$ cat src/rtl/iter_comparator_pkg.sv
// Shared op codes, FSM states and flag mapping for the iterative comparator.
// The ALU decode reuses the same op code values.
package iter_comparator_pkg;

    typedef enum logic [1:0] {
        S_IDLE = 2'd0,
        S_SCAN = 2'd1,
        S_DONE = 2'd2
    } state_t;

    localparam logic [2:0] CMP_SLT  = 3'b000;
    localparam logic [2:0] CMP_SLTU = 3'b001;
    localparam logic [2:0] CMP_EQ   = 3'b010;
    localparam logic [2:0] CMP_NE   = 3'b011;
    localparam logic [2:0] CMP_SGE  = 3'b100;
    localparam logic [2:0] CMP_SGEU = 3'b101;

    function automatic logic cmp_is_signed(input logic [2:0] op);
        return (op == CMP_SLT) || (op == CMP_SGE);
    endfunction

    function automatic logic cmp_flag(
        input logic [2:0] op,
        input logic       lt,
        input logic       eq
    );
        logic f;
        f = 1'b0;
        case (op)
            CMP_SLT, CMP_SLTU: f = lt;
            CMP_EQ:            f = eq;
            CMP_NE:            f = ~eq;
            CMP_SGE, CMP_SGEU: f = ~lt;
            default:           f = 1'b0;
        endcase
        return f;
    endfunction

endpackage

$ cat src/rtl/iter_comparator_chunk_cmp.sv
// Combinational unsigned compare of one CHUNK-bit slice.
module iter_comparator_chunk_cmp #(
    parameter int CHUNK = 8
) (
    input  logic [CHUNK-1:0] ca,
    input  logic [CHUNK-1:0] cb,
    output logic             lt,
    output logic             eq
);

    assign lt = (ca < cb);
    assign eq = (ca == cb);

endmodule

$ cat src/rtl/iter_comparator.sv
// Multi-cycle comparator: scans operands MSB chunk first, stops at the
// first differing chunk, result held behind a valid/ready handshake.
import iter_comparator_pkg::*;

module iter_comparator #(
    parameter int WIDTH = 32,
    parameter int CHUNK = 8
) (
    input  logic             clk,
    input  logic             rst,
    input  logic             in_valid,
    output logic             in_ready,
    input  logic [WIDTH-1:0] a,
    input  logic [WIDTH-1:0] b,
    input  logic [2:0]       op,
    output logic             out_valid,
    input  logic             out_ready,
    output logic [WIDTH-1:0] result,
    output logic             lt_o,
    output logic             eq_o
);

    localparam int NCHUNK = WIDTH / CHUNK;
    localparam int IDXW   = (NCHUNK > 1) ? $clog2(NCHUNK) : 1;
    localparam logic [IDXW-1:0] IDX_TOP = IDXW'(NCHUNK - 1);

    state_t           r_state;
    state_t           w_next;
    logic [WIDTH-1:0] r_a;
    logic [WIDTH-1:0] r_b;
    logic [2:0]       r_op;
    logic [IDXW-1:0]  r_idx;
    logic [WIDTH-1:0] r_result;
    logic             r_lt;
    logic             r_eq;

    logic [WIDTH-1:0] w_a_in;
    logic [WIDTH-1:0] w_b_in;
    logic [31:0]      w_off;
    logic [CHUNK-1:0] w_ca;
    logic [CHUNK-1:0] w_cb;
    logic             w_lt;
    logic             w_eq;
    logic             w_accept;
    logic             w_hit;

    // Flipping the sign bits turns a signed compare into an unsigned one.
    assign w_a_in = cmp_is_signed(op) ? {~a[WIDTH-1], a[WIDTH-2:0]} : a;
    assign w_b_in = cmp_is_signed(op) ? {~b[WIDTH-1], b[WIDTH-2:0]} : b;

    assign w_off = 32'(r_idx) * 32'(CHUNK);
    assign w_ca  = CHUNK'(r_a >> w_off);
    assign w_cb  = CHUNK'(r_b >> w_off);

    iter_comparator_chunk_cmp #(
        .CHUNK(CHUNK)
    ) u_chunk_cmp (
        .ca(w_ca),
        .cb(w_cb),
        .lt(w_lt),
        .eq(w_eq)
    );

    assign w_accept = in_valid && (r_state == S_IDLE);
    assign w_hit    = !w_eq || (r_idx == '0);

    always_comb begin
        w_next    = r_state;
        in_ready  = 1'b0;
        out_valid = 1'b0;
        unique case (r_state)
            S_IDLE: begin
                in_ready = 1'b1;
                if (in_valid) w_next = S_SCAN;
            end
            S_SCAN: begin
                if (w_hit) w_next = S_DONE;
            end
            S_DONE: begin
                out_valid = 1'b1;
                if (out_ready) w_next = S_IDLE;
            end
            default: w_next = S_IDLE;
        endcase
    end

    always_ff @(posedge clk) begin
        if (rst) begin
            r_state  <= S_IDLE;
            r_a      <= '0;
            r_b      <= '0;
            r_op     <= '0;
            r_idx    <= IDX_TOP;
            r_result <= '0;
            r_lt     <= 1'b0;
            r_eq     <= 1'b0;
        end else begin
            r_state <= w_next;
            if (w_accept) begin
                r_a   <= w_a_in;
                r_b   <= w_b_in;
                r_op  <= op;
                r_idx <= IDX_TOP;
            end
            if (r_state == S_SCAN) begin
                if (w_hit) begin
                    r_lt     <= w_lt;
                    r_eq     <= w_eq;
                    r_result <= WIDTH'(cmp_flag(r_op, w_lt, w_eq));
                end else begin
                    r_idx <= r_idx - 1'b1;
                end
            end
        end
    end

    assign result = r_result;
    assign lt_o   = r_lt;
    assign eq_o   = r_eq;

endmodule

$ cat config.mk
export PLATFORM = sky130hd
export DESIGN_NAME = iter_comparator
export DESIGN_NICKNAME = d
export VERILOG_FILES = /design/src/rtl/iter_comparator_pkg.sv /design/src/rtl/iter_comparator_chunk_cmp.sv /design/src/rtl/iter_comparator.sv
export SDC_FILE = /design/constraint.sdc
export NUM_CORES = 1
export LEC_CHECK = 0
export CORE_MARGIN = 1.5
export CORE_UTILIZATION = 30
export DETAILED_ROUTE_END_ITERATION = 7
export HOLD_SLACK_MARGIN = 0.1
export PLACE_DENSITY = 0.53
export SLEW_MARGIN = 5
export SYNTH_ARGS = -nofsm -noshare
export SYNTH_HDL_FRONTEND = slang
export SYNTH_SLANG_ARGS = --single-unit
$ cat constraint.sdc
create_clock -name clk -period 8.1 [get_ports clk]
set_input_delay 0.81 -clock clk [delete_from_list [all_inputs] [get_ports clk]]
set_output_delay 0.81 -clock clk [all_outputs]
set_load 0.005 [all_outputs]
==> results by stage, run 1 <==
Die:
- The floorplan die height is 111 um.
- The total number of placement rows is 39.
- For this configuration, the core starts out at a cell density of 0.307.
- During I/O placement, the number of pins put on the boundary was about 110.
- The floorplan step set the die width to 111 um.
- The floorplan step defined a core boundary enclosing 0.0114 mm^2.
- The floorplan step defined a die boundary enclosing 0.0123 mm^2.

Worst setup path:
- In this run the critical register-to-register path is launched from r_idx[0]$_SDFF_PP1_.
- The number of cells on the worst reg-to-reg path is 7.
- The nature of the critical path startpoint is a flop.
- The cell class contributing the biggest share of worst-path delay is flip-flops.
- The critical path goes through mux4_2 > ha_1 > nand4_2 > or3_1 > a31oi_1 > nand3_1 > a311oi_1.
- The endpoint identified for the worst register-to-register timing path is result[0]$_SDFFE_PP0P_.
- The largest fanout of any net on the critical path is 19.
- STA puts the critical path data required time at 8340 ps.
- The category of the worst setup path capture point is a flop.
- On the critical path, the stage with the largest delay is an instance of sky130_fd_sc_hd__dfxtp_1.
- The critical path is of the flop to flop type.
- The flop-to-flop setup slack is a little under 5000 ps.
- The data arrival time of the worst path is 3460 ps.
- Counting both buffers and inverters, the worst setup path holds a total of 0.
- In this design, the stage delay of the slowest critical-path cell is 1050 ps.

Global routing:
- The number of global-route vias before repair was 2,755.
- In the global route stage, overall resource usage came out at 0.141.
- The pin count of the biggest net entering global routing is between 70 and 80.
- The global-route wire length before repair is between 10 and 15 mm.
- The sum of overflow across all layers after global routing is 0.
- The initial antenna violation count was 0.

Logic synthesis:
- Ranked by instance count, the synthesized netlist is headed by sky130_fd_sc_hd__nand2_1, sky130_fd_sc_hd__dfxtp_1, sky130_fd_sc_hd__a21oi_1.
- The post-synthesis sequential element count is 74.
- The share of the yosys chip area belonging to registers is 0.423.
- The number of library cell types mapped by synthesis is 33.
- Of all flip-flops after synthesis, the portion carrying an async set or reset was 0.
- The cell accounting for the most synthesized area is sky130_fd_sc_hd__dfxtp_1.
- The count of flip-flops with a built-in enable after synthesis is 0.
- The yosys synthesis warning count is 0.
- Yosys attributes the largest share of cell area to sky130_fd_sc_hd__dfxtp_1, sky130_fd_sc_hd__nand2_1, sky130_fd_sc_hd__mux4_2, sky130_fd_sc_hd__a21oi_1, sky130_fd_sc_hd__buf_4.
- In the post-synthesis netlist, the cell with the most instances is sky130_fd_sc_hd__nand2_1.
- The most used flip-flop cell after synthesis is sky130_fd_sc_hd__dfxtp_1.
- The average cell area after synthesis is 8.36 um^2.
- The share of the synthesized area in the top cell type is 0.423.
- After synthesis the cells add up to 0.00350 mm^2.
- The gate count after technology mapping is 419.

STA:
- For the final routed database, the setup TNS stands at 0 ps.
- The post-route fraction of the period consumed by the critical path is 0.398.
- The final setup violation count is 0.
- The hold violation total from the final report is 0.
- The routed design could run at a clock period as short as 3220 ps.
- The slack of the critical path is around 4900 ps.
- The count of pins over their slew limit is 0.
- The final hold slack is ~460 ps.
- The largest clock skew in the final design is 4.81 ps.
- Setup repair after global routing left no endpoint under its margin.
- Measured against its own limit, the worst slew margin works out to 0.214.
- The slew at the pin closest to its max-slew limit is 1170 ps.
- The achievable clock frequency is 311 MHz.

Routing:
- The via count is approximately 2,900.
- The number of vias per cell is roughly 4.6.
- The detail route stage leaves a number of antenna-violating nets equal to 0.
- The mean routed wirelength per cell is 13.5 um.
- The total routed wirelength is ~8.5 mm.
- The length of the first detailed-routing pass in iterations is 4.
- The DRC violation total after the first TritonRoute iteration is 75.
- In the routed design, unresolved DRC markers number 0.

Placement:
- The cell area reported after detailed placement is 0.00422 mm^2.
- The total half-perimeter wirelength after legalization and detailed placement is 6.10 mm.
- The final weighted congestion of routability-driven global placement is 0.819.
- The number of buffers inserted by port buffering is 75.
- The worst setup slack after placement is 4830 ps.

CTS:
- The number of clock buffers inserted by TritonCTS is 9.
- The CTS tree is done.
- The number of hold buffers added after CTS was 0.
- The tree built by TritonCTS fans out to 74 sinks.
- The CTS root buffer is sky130_fd_sc_hd__clkbuf_16.
- Clock latency on the worst-skew pair, taken at its later pin, is 330 ps.
- Once the clock tree was built, the setup fixing pass inserted 0 buffers.
- The count of instances resized after the clock tree is built is 0.
- The clock-pin transition on the worst setup and hold timing paths is 60 ps.
- In this run the number of H-tree levels came out at 3.
- The maximum root-to-sink buffer count is 2.

Power and ir drop:
- The internal cell power is between 700 and 800 uW.
- The fraction of power consumed by the clock network is 0.415.
- The proportion of total power due to net switching is 0.260.
- The part of the total power dissipated in combinational logic is 0.168.
- The net switching component of the power is 256 uW.
- The power density over cell area is approximately 220 mW/mm^2.
- The overall power consumption is 983 uW.
- The share of power burned in registers is 0.417.
- Summed over all cells, the static leakage comes to ~1.7 nW.
- The worst supply voltage drop on vdd is roughly 0.00011 V.

Layout:
- The repair_antennas step left the layout with diodes totalling 0.
- For this run, the post-layout net count is ~560.
- The area growth from synthesis to layout is 29.2%.
- The fraction of layout instances using a drive strength above 1 is 0.0888.
- The post-route standard cell area excluding fillers is 0.00453 mm^2.

Hold path:
- The worst hold path terminates at r_b[8]$_SDFFE_PP0P_.
- The worst hold path depth is 2.
- In this run the most critical hold path is launched from r_b[8]$_SDFFE_PP0P_.
- The path class of the tightest hold or removal check is flop to flop.

Outcome:
- The flow ran to the end, and the final reports show no timing, DRC or antenna violations.

Job:
- The max-capacitance violation count is 0.
==> worst min-delay path: cells and delay by family (launching register included) <==
family          cells  cell delay, ps
compound gates      1              50
simple gates        1              50
flops               1             300
==> power by group through the flow <==
stage | sequential, mW | clock, mW | combinational, mW
4_1_cts | 0.411 | 0.410 | 0.167
3_5_place_dp | 0.418 | 0 | 0.166
2_1_floorplan | 0.408 | 0 | 0.119
6_report | 0.410 | 0.408 | 0.165
3_3_place_gp | 0.419 | 0 | 0.162
5_1_grt | 0.414 | 0.427 | 0.184
==> worst max-delay path by stage <==
stage | startpoint | to | slack [ps] | depth (start not counted)
after floorplan | r_idx[0]$_SDFF_PP1_ | result[0]$_SDFFE_PP0P_ | 5320 | 9
after global placement | r_idx[0]$_SDFF_PP1_ | result[0]$_SDFFE_PP0P_ | 4920 | 7
after detailed placement | r_idx[0]$_SDFF_PP1_ | result[0]$_SDFFE_PP0P_ | 4830 | 7
after CTS | r_idx[0]$_SDFF_PP1_ | result[0]$_SDFFE_PP0P_ | 4820 | 7
after global routing | r_idx[0]$_SDFF_PP1_ | result[0]$_SDFFE_PP0P_ | 4580 | 7
final | r_idx[0]$_SDFF_PP1_ | result[0]$_SDFFE_PP0P_ | 4880 | 7
==> layout by cell type (no fill, tap or decap), types with 2 or more instances in the layout <==
cell,instances
sky130_fd_sc_hd__and2_2,2
sky130_fd_sc_hd__nand2_1,132
sky130_fd_sc_hd__dfxtp_1,74
sky130_fd_sc_hd__conb_1,31
sky130_fd_sc_hd__inv_1,11
sky130_fd_sc_hd__nor3_1,6
sky130_fd_sc_hd__buf_4,2
sky130_fd_sc_hd__mux4_2,16
sky130_fd_sc_hd__nand3_1,2
sky130_fd_sc_hd__nor2b_1,6
sky130_fd_sc_hd__clkbuf_8,2
sky130_fd_sc_hd__clkinvlp_4,2
sky130_fd_sc_hd__a31oi_1,2
sky130_fd_sc_hd__or2_2,2
sky130_fd_sc_hd__clkdlybuf4s50_1,74
sky130_fd_sc_hd__a21oi_1,71
sky130_fd_sc_hd__nor2_1,10
sky130_fd_sc_hd__xnor2_1,2
sky130_fd_sc_hd__ha_1,9
sky130_fd_sc_hd__a211oi_1,2
sky130_fd_sc_hd__clkbuf_16,9
==> metrics by stage <==
stage               instances  utilization
floorplan                 449            -
global placement          611        0.370
CTS                       627        0.396
detailed placement        611        0.370
global route              627        0.396
finish                    627        0.396
==> per-layer routing <==
metal / GRT usage / part of all wire / vias up
met3: 0.0328 / 0.038 / 6
li1: - / - / 1455
met5: 0 / 0 / -
met1: 0.184 / 0.47 / 1344
met2: 0.230 / 0.48 / 69
met4: 0.0456 / 0.010 / 0
==> kinds of logic after synthesis <==
group	Yosys count	share of synthesized area
simple gates	166	0.202
compound gates	82	0.125
flops	74	0.423
buf+inv	69	0.109
mux	16	0.103
fa+ha+maj	9	0.0321
xor+xnor	2	0.00500
other cells	1	0.00107
==> state kept, by name, summed over array words and instances (netlist names) <==
register,cells
result,1
lt_o,1
eq_o,1
r_idx,2
r_op,3
r_a,32
r_state,2
r_b,32
==> area by class of cell <==
type	instances	area (um^2)
Clock buffer	12	256
Clock inverter	4	50.0
Fill cell	1185	6890
Inverter	11	41.3
Multi-Input combinational cell	306	1760
Sequential cell	74	1480
Tap cell	143	179
Timing Repair Buffer	77	761
Power figures use the tool's default switching activity.
==> run 2: changes to the inputs <==
- clock period: 8.1 -> 3.1 ns (I/O delays scaled with it)
==> run 2 against run 1 <==
Compared with the run above:
- register-to-register slack got worse by 4500 ps
- largest cell class unchanged
- global-route usage hardly changed
- die area unchanged
- critical path depth did not move
- worst hold slack lost 0.51 ps
- critical path type unchanged
- largest power group unchanged
==> results by stage, run 2 (synthesized netlist as in run 1, its figures left out) <==
Routing:
- The final antenna-violating net count is 0 (unchanged).
- The length of the first detailed-routing pass in iterations is 4 (unchanged).
- The number of DRC violations after detailed routing is 0 (unchanged).
- The number of vias per cell is 4.57 (-0.37%).
- The total routed wirelength is 8.53 mm (+0.40%).
- The DRC violation total after the first TritonRoute iteration was 100 (+33%).
- The mean routed wirelength per cell is 13.6 um (+0.24%).
- The via count is 2,868 (-0.21%).

Layout:
- The fraction of layout instances using a drive strength above 1 is 0.0928 (+0.00394).
- The largest registers in the layout are r_a: 32 flops, r_b: 32 flops, r_op: 3 flops.
- The post-route standard cell area excluding fillers is 0.00453 mm^2 (about the same).
- The area growth from synthesis to layout was 29.2% (about the same).
- The top cell types in the final layout, fill and taps aside, are sky130_fd_sc_hd__nand2_1, sky130_fd_sc_hd__dfxtp_1, sky130_fd_sc_hd__clkdlybuf4s50_1.
- The number of antenna repair diodes came to 0 (unchanged).
- The net count reported at finish is 561 (+0.36%).
- The most common cell after layout, fill and taps aside is sky130_fd_sc_hd__nand2_1.
- The number of filler instances in the final layout is 1,187 (+0.17%).

Die:
- The boundary pin count is 107 (unchanged).
- The total core area was 0.0114 mm^2 (unchanged).
- The die width is 111 um (unchanged).
- The effective utilization at floorplan is 0.307 (unchanged).
- The total number of placement rows is 39 (unchanged).
- The floorplan die height came to 111 um (unchanged).
- The overall die area is 0.0123 mm^2 (unchanged).

Worst setup path:
- The setup path with the least slack is of type flop to flop.
- The nature of the critical path startpoint is a flop.
- The largest fanout of any net on the critical path is 18 (-1).
- The data required time of the critical path is 3340 ps (-5000 ps).
- The data arrival time of the worst path was 2960 ps (-500 ps).
- The category of the worst setup path capture point is a flop.

STA:
- The final sum of negative setup slack came to 0 ps (unchanged).
- The final setup violation count is 0 (unchanged).
- The largest clock skew in the final design came to 4.84 ps (+0.0309 ps).
- The post-route fraction of the period consumed by the critical path is 0.877 (+0.479).
- The normalized max-slew margin came to 0.223 (+0.00844).
- The hold violation total from the final report is 0 (unchanged).
- The count of pins over their slew limit is 0 (unchanged).
- The slew at the pin closest to its max-slew limit is 1160 ps (-12.6 ps).
- Setup repair after global routing left no endpoint under its margin.
- The final critical path time including I/O delays and setup is 2720 ps (-502 ps).
- The achievable clock frequency came to 368 MHz (+18%).

Hold path:
- The worst min-delay path class is flop to flop.

Placement:
- The number of buffers inserted by port buffering came to 75 (unchanged).
- The cell area reported after detailed placement came to 0.00425 mm^2 (+0.65%).
- The final weighted congestion of routability-driven global placement is 0.812 (-0.78%).
- The total half-perimeter wirelength after legalization and detailed placement came to 6.43 mm (+5.3%).

Global routing:
- The pin count of the biggest net entering global routing is 66 (-12%).
- The sum of overflow across all layers after global routing is 0 (unchanged).
- The global-route total usage across every layer is 0.141 (+0.000284).
- The number of global-route vias before repair is 2,780 (+0.91%).
- The initial antenna violation count is 0 (unchanged).
- The global-route wire length before repair was 13.6 mm (-0.40%).

CTS:
- The number of hold-repair buffers added at the cts stage came to 0 (unchanged).
- The maximum root-to-sink buffer count is 2 (unchanged).
- The CTS tree is done.
- The CTS root buffer is sky130_fd_sc_hd__clkbuf_16.
- The clock-pin transition on the worst setup and hold timing paths was 60 ps (about the same).
- The count of instances resized after the clock tree is built came to 0 (unchanged).
- The CTS H-tree depth is 3 (unchanged).
- The number of clock buffers inserted by TritonCTS is 9 (unchanged).
- The total setup buffers inserted after CTS is 0 (unchanged).
- The clock insertion delay at the later pin of the skew report is 330 ps (about the same).
- The clock net sink count came to 74 (unchanged).

Power and ir drop:
- The power density over cell area is 548 mW/mm^2 (+150%).
- The worst supply voltage drop on vdd was 0.000299 V (+170%).
- The leakage power total is 1.74 nW (about the same).

Outcome:
- The run finished with clean final reports.

Job:
- The max-capacitance violation count is 0 (unchanged).
==> run 2: routing by layer <==
layer | vias up | GRT usage | routed length [um]
met2 | 63 | 0.240 | 4080
met5 | - | 0 | 0
met1 | 1329 | 0.179 | 4030
met3 | 7 | 0.0350 | 319
li1 | 1469 | - | -
met4 | 0 | 0.0354 | 104
==> run 2: final cells by class <==
type | instances | area (um^2) | share of cell area
tap | 143 | 179 | 0.0395
timing repair buffer | 79 | 788 | 0.174
sequential | 74 | 1480 | 0.327
multi-input combinational | 306 | 1760 | 0.388
clock inverter | 4 | 27.5 | 0.00608
inverter | 11 | 41.3 | 0.00912
clock buffer | 11 | 253 | 0.0558
==> run 2: critical path, cell delays in order, from the launching register on <==
cell	delay, ps
sky130_fd_sc_hd__dfxtp_1	800
sky130_fd_sc_hd__mux4_2	410
sky130_fd_sc_hd__ha_1	380
sky130_fd_sc_hd__nand4_4	190
sky130_fd_sc_hd__or3_1	380
sky130_fd_sc_hd__a31oi_1	160
sky130_fd_sc_hd__nand3_1	80
sky130_fd_sc_hd__a311oi_1	230
==> run 2: worst paths after layout <==
path | start | end | slack, ps | cells after the start
hold reg to reg | r_b[13]$_SDFFE_PP0P_ | r_b[13]$_SDFFE_PP0P_ | 450 | 2
hold / removal | r_b[13]$_SDFFE_PP0P_ | r_b[13]$_SDFFE_PP0P_ | 450 | 2
setup / recovery | r_idx[1]$_SDFF_PP1_ | result[0]$_SDFFE_PP0P_ | 380 | 7
setup reg to reg | r_idx[1]$_SDFF_PP1_ | result[0]$_SDFFE_PP0P_ | 380 | 7
==> run 2: power by group <==
part	switching, mW	internal [mW]
logic	0.218	0.216
registers	0.0494	1.02
clock network	0.396	0.579
total	0.664	1.82
==> run 2: stage by stage <==
stage               worst slack [ps]  power, mW  hold slack, ps  instances  utilization
global route                     112       2.59             473        628        0.397
detailed placement               381       1.53             447        613        0.372
finish                           382       2.48             455        628        0.397
global placement                 488       1.53             449        613        0.372
floorplan                        320       1.38             433        449            -
CTS                              367       2.50             455        628        0.397
